<file path="config.mk">
export PLATFORM = sky130hd
export DESIGN_NAME = oled_src_arbiter
export DESIGN_NICKNAME = d
export VERILOG_FILES = /design/src/rtl/oled_arb_pkg.sv /design/src/rtl/oled_src_arbiter_rr_picker.sv /design/src/rtl/oled_src_arbiter.sv
export SDC_FILE = /design/constraint.sdc
export NUM_CORES = 1
export LEC_CHECK = 0
export ABC_AREA = 0
export BUFFER_PORTS_ARGS = -buffer_cell sky130_fd_sc_hd__buf_2
export CORE_MARGIN = 10
export CORE_UTILIZATION = 45
export DETAILED_ROUTE_END_ITERATION = 16
export GPL_ROUTABILITY_DRIVEN = 0
export PLACE_DENSITY = 0.82
export SYNTH_ARGS = -nofsm -noshare
export SYNTH_HDL_FRONTEND = slang
export SYNTH_SLANG_ARGS = --single-unit
</file>
<file path="constraint.sdc">
create_clock -name i_clk -period 3.2 [get_ports i_clk]
set_clock_uncertainty 0.1 [all_clocks]
set_input_delay 0.32 -clock i_clk [delete_from_list [all_inputs] [get_ports i_clk]]
set_output_delay 0.32 -clock i_clk [all_outputs]
set_load 0.02 [all_outputs]
</file>
<file path="src/rtl/oled_arb_pkg.sv">
// Shared types and constants for the OLED pixel-source arbiter and its
// round-robin picker.
package oled_arb_pkg;

    localparam int SRC_IDX_W = 3;
    localparam int RGB_W     = 16;

    localparam logic [RGB_W-1:0] BLANK_DEFAULT = 16'h0000;

    typedef enum logic [1:0] {
        IDLE,
        SHOW,
        GAP
    } arb_state_e;

    function automatic logic [7:0] sat_inc8(input logic [7:0] v);
        return (v == 8'hFF) ? v : v + 8'd1;
    endfunction

endpackage

</file>
<file path="src/rtl/oled_src_arbiter_rr_picker.sv">
// Combinational round-robin picker: first requester after last_src (wrapping),
// with last_src itself considered last.
module rr_picker
    import oled_arb_pkg::*;
#(
    parameter int NSRC = 4
) (
    input  logic [NSRC-1:0]      i_req,
    input  logic [SRC_IDX_W-1:0] i_last_src,
    output logic [SRC_IDX_W-1:0] o_nxt,
    output logic                 o_any_other
);

    logic w_found;

    always_comb begin
        o_nxt   = '0;
        w_found = 1'b0;
        // Offset k walks last_src+1 .. last_src+NSRC, so last_src itself is checked last.
        for (int k = 1; k <= NSRC; k++) begin
            for (int i = 0; i < NSRC; i++) begin
                if (!w_found && i_req[i] && (i == ((int'(i_last_src) + k) % NSRC))) begin
                    o_nxt   = SRC_IDX_W'(i);
                    w_found = 1'b1;
                end
            end
        end
    end

    always_comb begin
        o_any_other = 1'b0;
        for (int i = 0; i < NSRC; i++) begin
            if (i_req[i] && (i != int'(i_last_src))) begin
                o_any_other = 1'b1;
            end
        end
    end

endmodule

</file>
<file path="src/rtl/oled_src_arbiter.sv">
// Frame-synchronous round-robin arbiter sharing the OLED pixel stream between
// several pixel generators, with a minimum dwell and optional blank gap frames.
module oled_src_arbiter
    import oled_arb_pkg::*;
#(
    parameter int               NSRC       = 4,
    parameter int               MIN_FRAMES = 8,
    parameter int               GAP_FRAMES = 1,
    parameter logic [RGB_W-1:0] BLANK      = BLANK_DEFAULT
) (
    input  logic                    i_clk,
    input  logic                    i_reset,
    input  logic                    i_frame_begin,
    input  logic [NSRC-1:0]         i_req,
    input  logic                    i_hold,
    input  logic [NSRC*RGB_W-1:0]   i_src_pixel,
    output logic [RGB_W-1:0]        o_pixel_data,
    output logic [NSRC-1:0]         o_grant,
    output logic [SRC_IDX_W-1:0]    o_active_src,
    output logic [7:0]              o_dwell
);

    arb_state_e             r_state,   w_state_nxt;
    logic [NSRC-1:0]        r_grant,   w_grant_nxt;
    logic [SRC_IDX_W-1:0]   r_active,  w_active_nxt;
    logic [SRC_IDX_W-1:0]   r_last,    w_last_nxt;
    logic [SRC_IDX_W-1:0]   r_pend,    w_pend_nxt;
    logic [7:0]             r_dwell,   w_dwell_nxt;
    logic [1:0]             r_gap_cnt, w_gap_cnt_nxt;

    logic [SRC_IDX_W-1:0]   w_pick;
    logic                   w_any_other;
    logic                   w_load;
    logic [SRC_IDX_W-1:0]   w_load_src;
    logic                   w_switch;
    logic                   w_to_idle;

    function automatic logic [NSRC-1:0] onehot(input logic [SRC_IDX_W-1:0] s);
        logic [NSRC-1:0] v;
        v = '0;
        for (int i = 0; i < NSRC; i++) begin
            if (i == int'(s)) v[i] = 1'b1;
        end
        return v;
    endfunction

    function automatic logic req_at(input logic [NSRC-1:0] r, input logic [SRC_IDX_W-1:0] s);
        logic b;
        b = 1'b0;
        for (int i = 0; i < NSRC; i++) begin
            if (i == int'(s)) b = r[i];
        end
        return b;
    endfunction

    // In SHOW last_src equals the active source, so any_other means "someone else wants it".
    rr_picker #(
        .NSRC (NSRC)
    ) u_picker (
        .i_req       (i_req),
        .i_last_src  (r_last),
        .o_nxt       (w_pick),
        .o_any_other (w_any_other)
    );

    always_comb begin
        w_state_nxt   = r_state;
        w_grant_nxt   = r_grant;
        w_active_nxt  = r_active;
        w_last_nxt    = r_last;
        w_pend_nxt    = r_pend;
        w_dwell_nxt   = r_dwell;
        w_gap_cnt_nxt = r_gap_cnt;
        w_load        = 1'b0;
        w_load_src    = w_pick;
        w_switch      = 1'b0;
        w_to_idle     = 1'b0;

        if (i_frame_begin) begin
            unique case (r_state)
                IDLE: begin
                    if (|i_req) w_load = 1'b1;
                end
                SHOW: begin
                    w_dwell_nxt = sat_inc8(r_dwell);
                    if (!i_hold) begin
                        if (!req_at(i_req, r_active)) begin
                            if (w_any_other) w_switch  = 1'b1;
                            else             w_to_idle = 1'b1;
                        end else if ((w_dwell_nxt >= 8'(MIN_FRAMES)) && w_any_other) begin
                            w_switch = 1'b1;
                        end
                    end
                end
                GAP: begin
                    if (r_gap_cnt != 2'd0) begin
                        w_gap_cnt_nxt = r_gap_cnt - 2'd1;
                    end else if (req_at(i_req, r_pend)) begin
                        w_load     = 1'b1;
                        w_load_src = r_pend;
                    end else if (|i_req) begin
                        w_load = 1'b1;
                    end else begin
                        w_to_idle = 1'b1;
                    end
                end
                default: w_to_idle = 1'b1;
            endcase

            if (w_switch) begin
                if (GAP_FRAMES == 0) begin
                    w_load = 1'b1;
                end else begin
                    w_state_nxt   = GAP;
                    w_grant_nxt   = '0;
                    w_active_nxt  = '0;
                    w_dwell_nxt   = '0;
                    w_gap_cnt_nxt = 2'(GAP_FRAMES - 1);
                    w_pend_nxt    = w_pick;
                end
            end

            if (w_to_idle) begin
                w_state_nxt  = IDLE;
                w_grant_nxt  = '0;
                w_active_nxt = '0;
                w_dwell_nxt  = '0;
            end

            if (w_load) begin
                w_state_nxt  = SHOW;
                w_grant_nxt  = onehot(w_load_src);
                w_active_nxt = w_load_src;
                w_last_nxt   = w_load_src;
                w_dwell_nxt  = '0;
            end
        end
    end

    always_ff @(posedge i_clk) begin
        if (i_reset) begin
            r_state   <= IDLE;
            r_grant   <= '0;
            r_active  <= '0;
            r_last    <= SRC_IDX_W'(NSRC - 1);
            r_pend    <= '0;
            r_dwell   <= '0;
            r_gap_cnt <= '0;
        end else begin
            r_state   <= w_state_nxt;
            r_grant   <= w_grant_nxt;
            r_active  <= w_active_nxt;
            r_last    <= w_last_nxt;
            r_pend    <= w_pend_nxt;
            r_dwell   <= w_dwell_nxt;
            r_gap_cnt <= w_gap_cnt_nxt;
        end
    end

    // Pixel mux stays combinational so the source's pixel_index->pixel path gains no latency.
    always_comb begin
        o_pixel_data = BLANK;
        for (int i = 0; i < NSRC; i++) begin
            if ((r_grant != '0) && (i == int'(r_active))) begin
                o_pixel_data = i_src_pixel[i*RGB_W +: RGB_W];
            end
        end
    end

    assign o_grant      = r_grant;
    assign o_active_src = r_active;
    assign o_dwell      = r_dwell;

endmodule

</file>
* Yosys cells after proc, flatten, opt, wreduce, memory -nomap -nowiden
Index checks and enable logic that the tools add are counted.
Word-level totals: register bits after elaboration 25, input bits 72, output and inout port bits 31, logic and storage cells 221
Operators by class: $add $sub $neg 6, $lt $le $gt $ge 1, eq/ne operators 27, mux-type cells 96, bitwise logic cells 4, reductions and logical operators 80
Operators with widths (number):
- $logic_not A32 Y1 | 4
- $mux W16 | 4
- $mux W1 | 55
- $eq A3 B3 Y1 const A | 14
- $logic_and A1 B1 Y1 | 40
- $mux W2 | 20
- $mux W8 | 5
- $eq A2 B3 Y1 const A | 7
- $mux W3 | 7
- $logic_not A1 Y1 | 15
- $mux W4 | 3
- $logic_not A3 Y1 | 3
- $add A8 B1 Y8 const B | 1
- $eq A8 B8 Y1 const B | 1
- $ge A8 B4 Y1 const B | 1
- $reduce_and A2 Y1 | 4
- $reduce_bool A4 Y1 | 2
- $reduce_or A2 Y1 | 4
- $ne A3 B3 Y1 const A | 2
- $reduce_bool A2 Y1 | 3
- $reduce_bool A3 Y1 | 2
- $add A2 B1 Y2 const B | 2
- $add A2 B2 Y2 const B | 2
- $and A1 B1 Y1 const A | 4
- other kinds (9) | 9

* Logic depth before layout (Yosys ltp)
Gate-level depths: netlist (run 1).
word-level depth 73, depth in mapped cells 9, depth with buffers taken out 8

* Cells and area by module
Synthesis (run 1) repeated with hierarchy kept, for this count alone.
Unflattened totals: cell total of the unflattened synthesis 219, area total of the unflattened synthesis 2004.4 um2
Modules (own cells, without submodules):
- oled_src_arbiter | times used 1, cells an instance 201, area an instance 1895.6 um2, sequential area each 500.5 um2
- rr_picker | times used 1, cells an instance 18, area an instance 108.9 um2, sequential area each 0.0 um2

* Least setup slack after synthesis (run 1)
Ideal clock, no wire load.
path type register to output, from reg r_active[0], in the netlist o_active_src[0], to out o_pixel_data[10], data arrival time 2016 ps, required time 2780 ps, setup slack 764 ps, cell stages (with the launch flop) 5, path buffers 2, cell sequence dfxtp_1 > buf_2 > buf_1 > mux4_2 > nor2b_1
On the way: word-level cells in the longest chain between the ends 6, elaborated cells between the ends (all ways) 12, those cells by class 3 x eq/ne; 4 x mux; 5 x reduce/logical
RTL lines:
- from (decl) | RTL line oled_src_arbiter.sv:25 | logic [SRC_IDX_W-1:0] r_active, w_active_nxt;
- from (signal assigned) | RTL line oled_src_arbiter.sv:152 | r_active <= w_active_nxt;
- $logic_not A3 Y1 | RTL line oled_src_arbiter.sv:164 | if ((r_grant != '0) && (i == int'(r_active))) begin
- $logic_and A1 B1 Y1 | RTL line oled_src_arbiter.sv:164
- $mux W16 (3 in series) | RTL line oled_src_arbiter.sv:164
- $mux W16 (*) | RTL line oled_src_arbiter.sv:164
- to (decl) | RTL line oled_src_arbiter.sv:17 | output logic [RGB_W-1:0] o_pixel_data,
Every way passes the cells marked *; elsewhere a longest branch is shown, timed or not.

* Worst setup path after layout (run 1)
from reg r_dwell[0], in the netlist o_dwell[0], to reg r_state[1]
On the way: word-level cells in the longest chain between the ends 11, elaborated cells between the ends (all ways) 12, those cells by class 1 x add/sub; 1 x order compare; 1 x eq/ne; 6 x mux; 3 x reduce/logical
RTL lines:
- from (decl) | RTL line oled_src_arbiter.sv:28 | logic [7:0] r_dwell, w_dwell_nxt;
- from (signal assigned) | RTL line oled_src_arbiter.sv:155 | r_dwell <= w_dwell_nxt;
- $add A8 B1 Y8 / $eq A8 B8 Y1 (equally long branches) | RTL line oled_arb_pkg.sv:17 | return (v == 8'hFF) ? v : v + 8'd1;
- $mux W8 (*) | RTL line oled_arb_pkg.sv:17
- $ge A8 B4 Y1 (*) | RTL line oled_src_arbiter.sv:90 | end else if ((w_dwell_nxt >= 8'(MIN_FRAMES)) && w_any_other) begin
- $logic_and A1 B1 Y1 (*) | RTL line oled_src_arbiter.sv:90
- $mux W1 (*) | RTL line oled_src_arbiter.sv:90
- $mux W1 (*) | RTL line oled_src_arbiter.sv:87 | if (!req_at(i_req, r_active)) begin
- $mux W1 (*) | RTL line oled_src_arbiter.sv:86 | if (!i_hold) begin
- $mux W1 (*) | RTL line oled_src_arbiter.sv:80 | unique case (r_state)
- $mux W1 (*) | RTL line oled_src_arbiter.sv:79 | if (i_frame_begin) begin
- $reduce_bool A3 Y1 (no source line) (*)
- $reduce_and A2 Y1 (no source line) (*)
- to (signal assigned) | RTL line oled_src_arbiter.sv:150 | r_state <= w_state_nxt;
- to (decl) | RTL line oled_src_arbiter.sv:23 | arb_state_e r_state, w_state_nxt;
Every way passes the cells marked *; elsewhere a longest branch is shown, timed or not. The select of a mux whose other input is x is not followed. A chain may end at the register's enable or synchronous reset.

==> out/results.ini, run 1 <==
[drt]
drtAntennaViolNets=0
routed-wl-met2_um=3080
routed.top_layer=met4
vias=2061
wl_um=6020
drtIter0Drc=153
wire_per_inst_um=17.3
drt_pass1_iterations=5
wl_met1_um=2380
wl_met3_um=473
via_per_inst=5.91
route.detailed.drc=0

[layout]
synthToLayoutAreaGrowth_pct=31.4
fillerInstances=339
antennaDiodeCount=0
instances_no_fill=349
nets=374
final_area_um2=2440
drive_above_1_share=0.435

[critical_path]
cp-startpoint=o_dwell[0]
r2r_slack_ns=0.56
cp-end-kind=register
cp_max_fo=8
reg2reg_depth=7
crit_buf_inv=0
criticalPathCategory=reg -> reg
critical_path.max_stage_delay_ns=0.52
crit_family=compound AO/OA/AOI/OAI gates
worstPathRequired_ns=3.26
timing.rr.start=o_dwell[0]
path_cells=ha_1 -> and3_1 -> a211oi_1 -> o221ai_1 -> o21ai_0 -> nor2_1 -> o211a_1
setup.worst_path.start_class=register
worstPathArrival_ns=2.70
cp_slowest_cell=o21ai_0
r2r-end=r_state[1]

[yosys]
yosysTopAreaCell=dfxtp_1
ys_warn_count=0
netlist.area_leader.share=0.237
synth_cells=204
ys_seq_area_frac=0.237
synth_async_sr_flop_share=0
synth-main-ff-cell=dfxtp_1
ys_ff_latch=22
ys_types=52
syn_nets=278
synth_area_leaders=dfxtp_1 (24%), mux4_2 (21%), nor2b_1 (8.4%), mux2i_1 (3.2%), nor2_1 (3.2%)
netlist_area_um2=1860
synth.avg_cell_area_um2=9.10
synth-edff-count=0

[pwr]
leakage_nw=1.11
ir_drop_mv=0.166
p_per_area_nw_per_um2=343

[clock_network]
insertion_delay_ns=0.26
path_clk_slew_ns=0.08
cts_resized=0
cts_tree=done
cts_buffer_depth=2
cts.htree.levels=1
cts_buffers=3
ctsHoldBuffers=0
cts.sinks=22
cts.root.buffer_cell=clkbuf_8
post-cts-setup-buffers=0

[status]
run_status=completed

[global_route]
overflow=0
grt_pass1_vias=1953
antenna_found_initial=0
grt_pass1_wl_um=9480
grt_max_degree=19
grtUsageTotal=0.156

[floorplan]
initial_core_util=0.464
io_pins=103
dieWidth_um=84.2
die_area_um2=7100
core_um2=4000
die_y_um=84.2
num_rows=23

[placed_design]
dp_slack_ns=0.626
numPortBuffers=101
dp.final_hpwl_um=4940
place_area_um2=2380
place_inst=345

[run]
cap_violations=0

[sta]
fmax_ghz=0.378
period_share=0.826
relSlewSlack=0.565
setup_violations=0
rsz0062_at_grt=no
fin_setup_tns_ns=0
final-hold-violation-count=0
fin_crit_ns=2.64
worst-slew-pin-transition_ns=0.646
finalWorstSetupSlack_ns=0.557
fin_hold_ws_ns=0.267
drv_slew=0

[min_path]
holdPathStages=2
worst_hold_path_type=in -> reg
holdPathEnd=o_dwell[3]
min_from=i_reset

final cells by class:
cell class / count / area [um^2] / area share
multi-input cells: 163 / 1330 / 0.546
repair buffers: 104 / 528 / 0.216
flip-flops and latches: 22 / 440 / 0.181
well taps: 50 / 62.6 / 0.0256
clock buffers: 4 / 55.1 / 0.0226
inverters: 6 / 22.5 / 0.00923
logic make-up (layout without fill, tap and decap cells):
kind of cell               count (synthesis)  count (layout)  synth area share
AOI/OAI and AO/OA                         46              46             0.181
xor gates and xnor gates                   2               2           0.00944
adders and majority gates                  2               2            0.0135
buffers and inverters                     19             114            0.0492
DFF                                       22              22             0.237
muxes                                     23              23             0.239
other                                      1               1           0.00202
and+or+nand+nor                           89              89             0.270
layer usage:
metal	vias to the layer above	GRT usage
li1	969	-
met1	975	0.181
met2	106	0.288
met3	11	0.0242
met4	0	0.0396
met5	-	0
registers in the layout (all words and copies together), names as in the netlist:
signal        cells
o_grant           4
o_dwell           8
r_pend            2
r_last            2
r_gap_cnt         2
r_state           2
o_active_src      2
through the flow:
stage | total power, mW | utilization
after floorplan | 0.529 | -
after detailed placement | 0.644 | 0.596
after global placement | 0.636 | 0.596
after global routing | 0.884 | 0.610
final | 0.837 | 0.610
after CTS | 0.840 | 0.610
layout by cell type (no fill, tap or decap), drive strengths merged, types with 4 or more instances in the layout:
cell type | Yosys | layout
a21o | 4 | 4
a21oi | 9 | 9
a31oi | 4 | 4
buf | 5 | 104
clkbuf | 8 | 4
dfxtp | 22 | 22
inv | 5 | 5
mux2i | 6 | 6
mux4 | 17 | 17
nand2 | 10 | 10
nand3 | 4 | 4
nand4 | 5 | 5
nor2 | 16 | 16
nor2b | 25 | 25
nor3 | 7 | 7
nor4 | 5 | 5
o21ai | 6 | 6
power breakdown:
group	internal (mW)	switching, mW
Combinational	0.156	0.175
Clock	0.110	0.0904
Sequential	0.287	0.0198
how the worst max path moves through the flow:
stage / endpoint / slack [ns] / cells past startpoint
CTS: r_state[1] / 0.56 / 7
finish: r_state[1] / 0.56 / 7
detailed placement: r_state[1] / 0.63 / 7
floorplan: o_pixel_data[10] / 0.76 / 4
global route: r_state[1] / 0.41 / 7
global placement: o_grant[1] / 0.73 / 7
cell usage after synthesis (5+ instances only):
| cell type | number |
|---|---|
| inv_1 | 5 |
| nor4_1 | 5 |
| nand4_1 | 5 |
| a21oi_1 | 9 |
| nor2b_1 | 25 |
| clkbuf_1 | 8 |
| nand2_1 | 10 |
| mux2i_1 | 6 |
| nor2_1 | 16 |
| o21ai_0 | 6 |
| dfxtp_1 | 22 |
| mux4_2 | 17 |
| nor3_1 | 6 |
No activity file was read; power rests on OpenSTA's default activity.
==> run 2: changes to the inputs <==
clock period = 2.55 ns   (was 3.2 ns; I/O delays follow)
==> run 2 against run 1 <==
  * Worst hold slack got worse by 0.076 ns
  * Largest cell class unchanged
  * Total power increased by 36%
  * Non-clock buffer count increased by 6
  * Die area unchanged
==> out/results.ini, run 2 (synthesis results as in run 1) <==
[run]
cap_violations=0  ; unchanged

[pwr]
power_mw=1.14  ; +36%
leakage_nw=1.15  ; +3.3%
comb_power_share=0.379  ; -0.016
clkPwrFrac=0.287  ; +0.048
p_sw_mw=0.365  ; +28%
pwr-share-seq=0.334  ; -0.032
swShare=0.320  ; -0.0202
p_int_mw=0.774  ; +40%
p_per_area_nw_per_um2=455  ; +33%
ir_drop_mv=0.215  ; +30%

[floorplan]
io_pins=103  ; unchanged
initial_core_util=0.464  ; unchanged
core_um2=4000  ; unchanged
dieWidth_um=84.2  ; unchanged
die_area_um2=7100  ; unchanged
num_rows=23  ; unchanged
die_y_um=84.2  ; unchanged

[sta]
final-hold-violation-count=0  ; unchanged
finalWorstSetupSlack_ns=0.141  ; -0.416 ns
drv_slew=0  ; unchanged
fin_crit_ns=2.41  ; -0.234 ns
fin_hold_ws_ns=0.190  ; -0.0762 ns
relSlewSlack=0.641  ; +0.0759
worst-slew-pin-transition_ns=0.524  ; -0.123 ns
fin_setup_tns_ns=0  ; unchanged
fmax_ghz=0.415  ; +9.7%
period_share=0.945  ; +0.119
setup_violations=0  ; unchanged

[drt]
vias=2046  ; -0.73%
route.detailed.drc=0  ; unchanged
wire_per_inst_um=17.1  ; -0.89%
via_per_inst=5.76  ; -2.4%
drtAntennaViolNets=0  ; unchanged
drt_pass1_iterations=4  ; -1
drtIter0Drc=201  ; +31%
wl_um=6070  ; +0.81%

[min_path]
worst_hold_path_type=in -> reg
holdPathStages=2  ; unchanged

[layout]
final_common_cell=buf_2
nets=380  ; +1.6%
antennaDiodeCount=0  ; unchanged
synthToLayoutAreaGrowth_pct=34.8
final_util=0.626  ; +0.0156
drive_above_1_share=0.449  ; +0.0144
layout_common_cells=buf_2 (101), nor2b_1 (25), dfxtp_1 (22), mux4_2 (17), nor2_1 (16)
largest_reg_flops=8  ; unchanged

[clock_network]
cts_buffer_depth=2  ; unchanged
cts.htree.levels=1  ; unchanged
cts_buffers=3  ; unchanged
ctsHoldBuffers=0  ; unchanged
cts_tree=done
cts.root.buffer_cell=clkbuf_8
cts.sinks=22  ; unchanged
insertion_delay_ns=0.26  ; about the same
path_clk_slew_ns=0.09  ; about the same

[global_route]
grt_pass1_wl_um=9560  ; +0.80%
overflow=0  ; unchanged
grtUsageTotal=0.156  ; +0.000198
grt_max_degree=21  ; +2
grt_pass1_vias=1984  ; +1.6%
antenna_found_initial=0  ; unchanged

[placed_design]
numPortBuffers=101  ; unchanged
dp_slack_ns=0.205  ; -0.421 ns
dp.final_hpwl_um=4890  ; -0.98%

[critical_path]
reg2reg_depth=7  ; unchanged
cp-end-kind=register
criticalPathCategory=reg -> reg
worstPathArrival_ns=2.47  ; -0.23 ns
cp_max_fo=6  ; -2
worstPathRequired_ns=2.61  ; -0.65 ns
setup.worst_path.start_class=register

[status]
run_status=completed

run 2: metrics by stage:
step / area, um^2 / std cells
3_5_place_dp: 2410 / 348
6_report: 2500 / 355
3_3_place_gp: 2410 / 348
5_1_grt: 2500 / 355
2_1_floorplan: 1860 / 204
4_1_cts: 2480 / 352
run 2: what timing repair did:
action / 4_1_cts / 5_1_grt
endpoints found under the hold margin: 0 / 0
endpoints found under the setup margin: 0 / 10
gates resized for setup: 0 / 1
buffers inserted: 0 / 3
run 2: final cells by class:
class / instances / area, um^2
Clock buffer: 3 / 41.3
Inverter: 6 / 22.5
Sequential cell: 22 / 440
Tap cell: 50 / 62.6
Clock inverter: 1 / 30.0
Multi-Input combinational cell: 163 / 1330
Timing Repair Buffer: 110 / 573
Fill cell: 335 / 1500
run 2: power groups by stage:
stage / Sequential [mW] / Clock, mW / Combinational [mW]
final: 0.380 / 0.327 / 0.432
after global routing: 0.383 / 0.342 / 0.467
after CTS: 0.379 / 0.327 / 0.426
after detailed placement: 0.387 / 0 / 0.424
after global placement: 0.386 / 0 / 0.416
after floorplan: 0.392 / 0 / 0.271
run 2: path summary, 6_finish.rpt:
check,from,endpoint,slack (ns)
setup / recovery,r_last[1],o_grant[2],0.14
hold / removal,i_reset,o_dwell[3],0.19
setup reg to reg,r_last[1],o_grant[2],0.14
hold reg to reg,r_pend[1],r_pend[1],0.39
run 2: routing by layer:
layer,part of all wire,GRT usage,vias to the layer above
met2,0.52,0.301,97
met1,0.40,0.177,959
met4,0.0087,0.0274,0
li1,-,-,984
met3,0.069,0.0232,6
met5,0,0,-
run 2: worst max-delay path, cell delays in order (launching register included):
cell	delay, ns
dfxtp_1	0.39
or3b_1	0.36
a211o_1	0.28
a211oi_4	0.32
nor4_1	0.11
o31a_1	0.37
buf_4	0.16
a22o_1	0.21
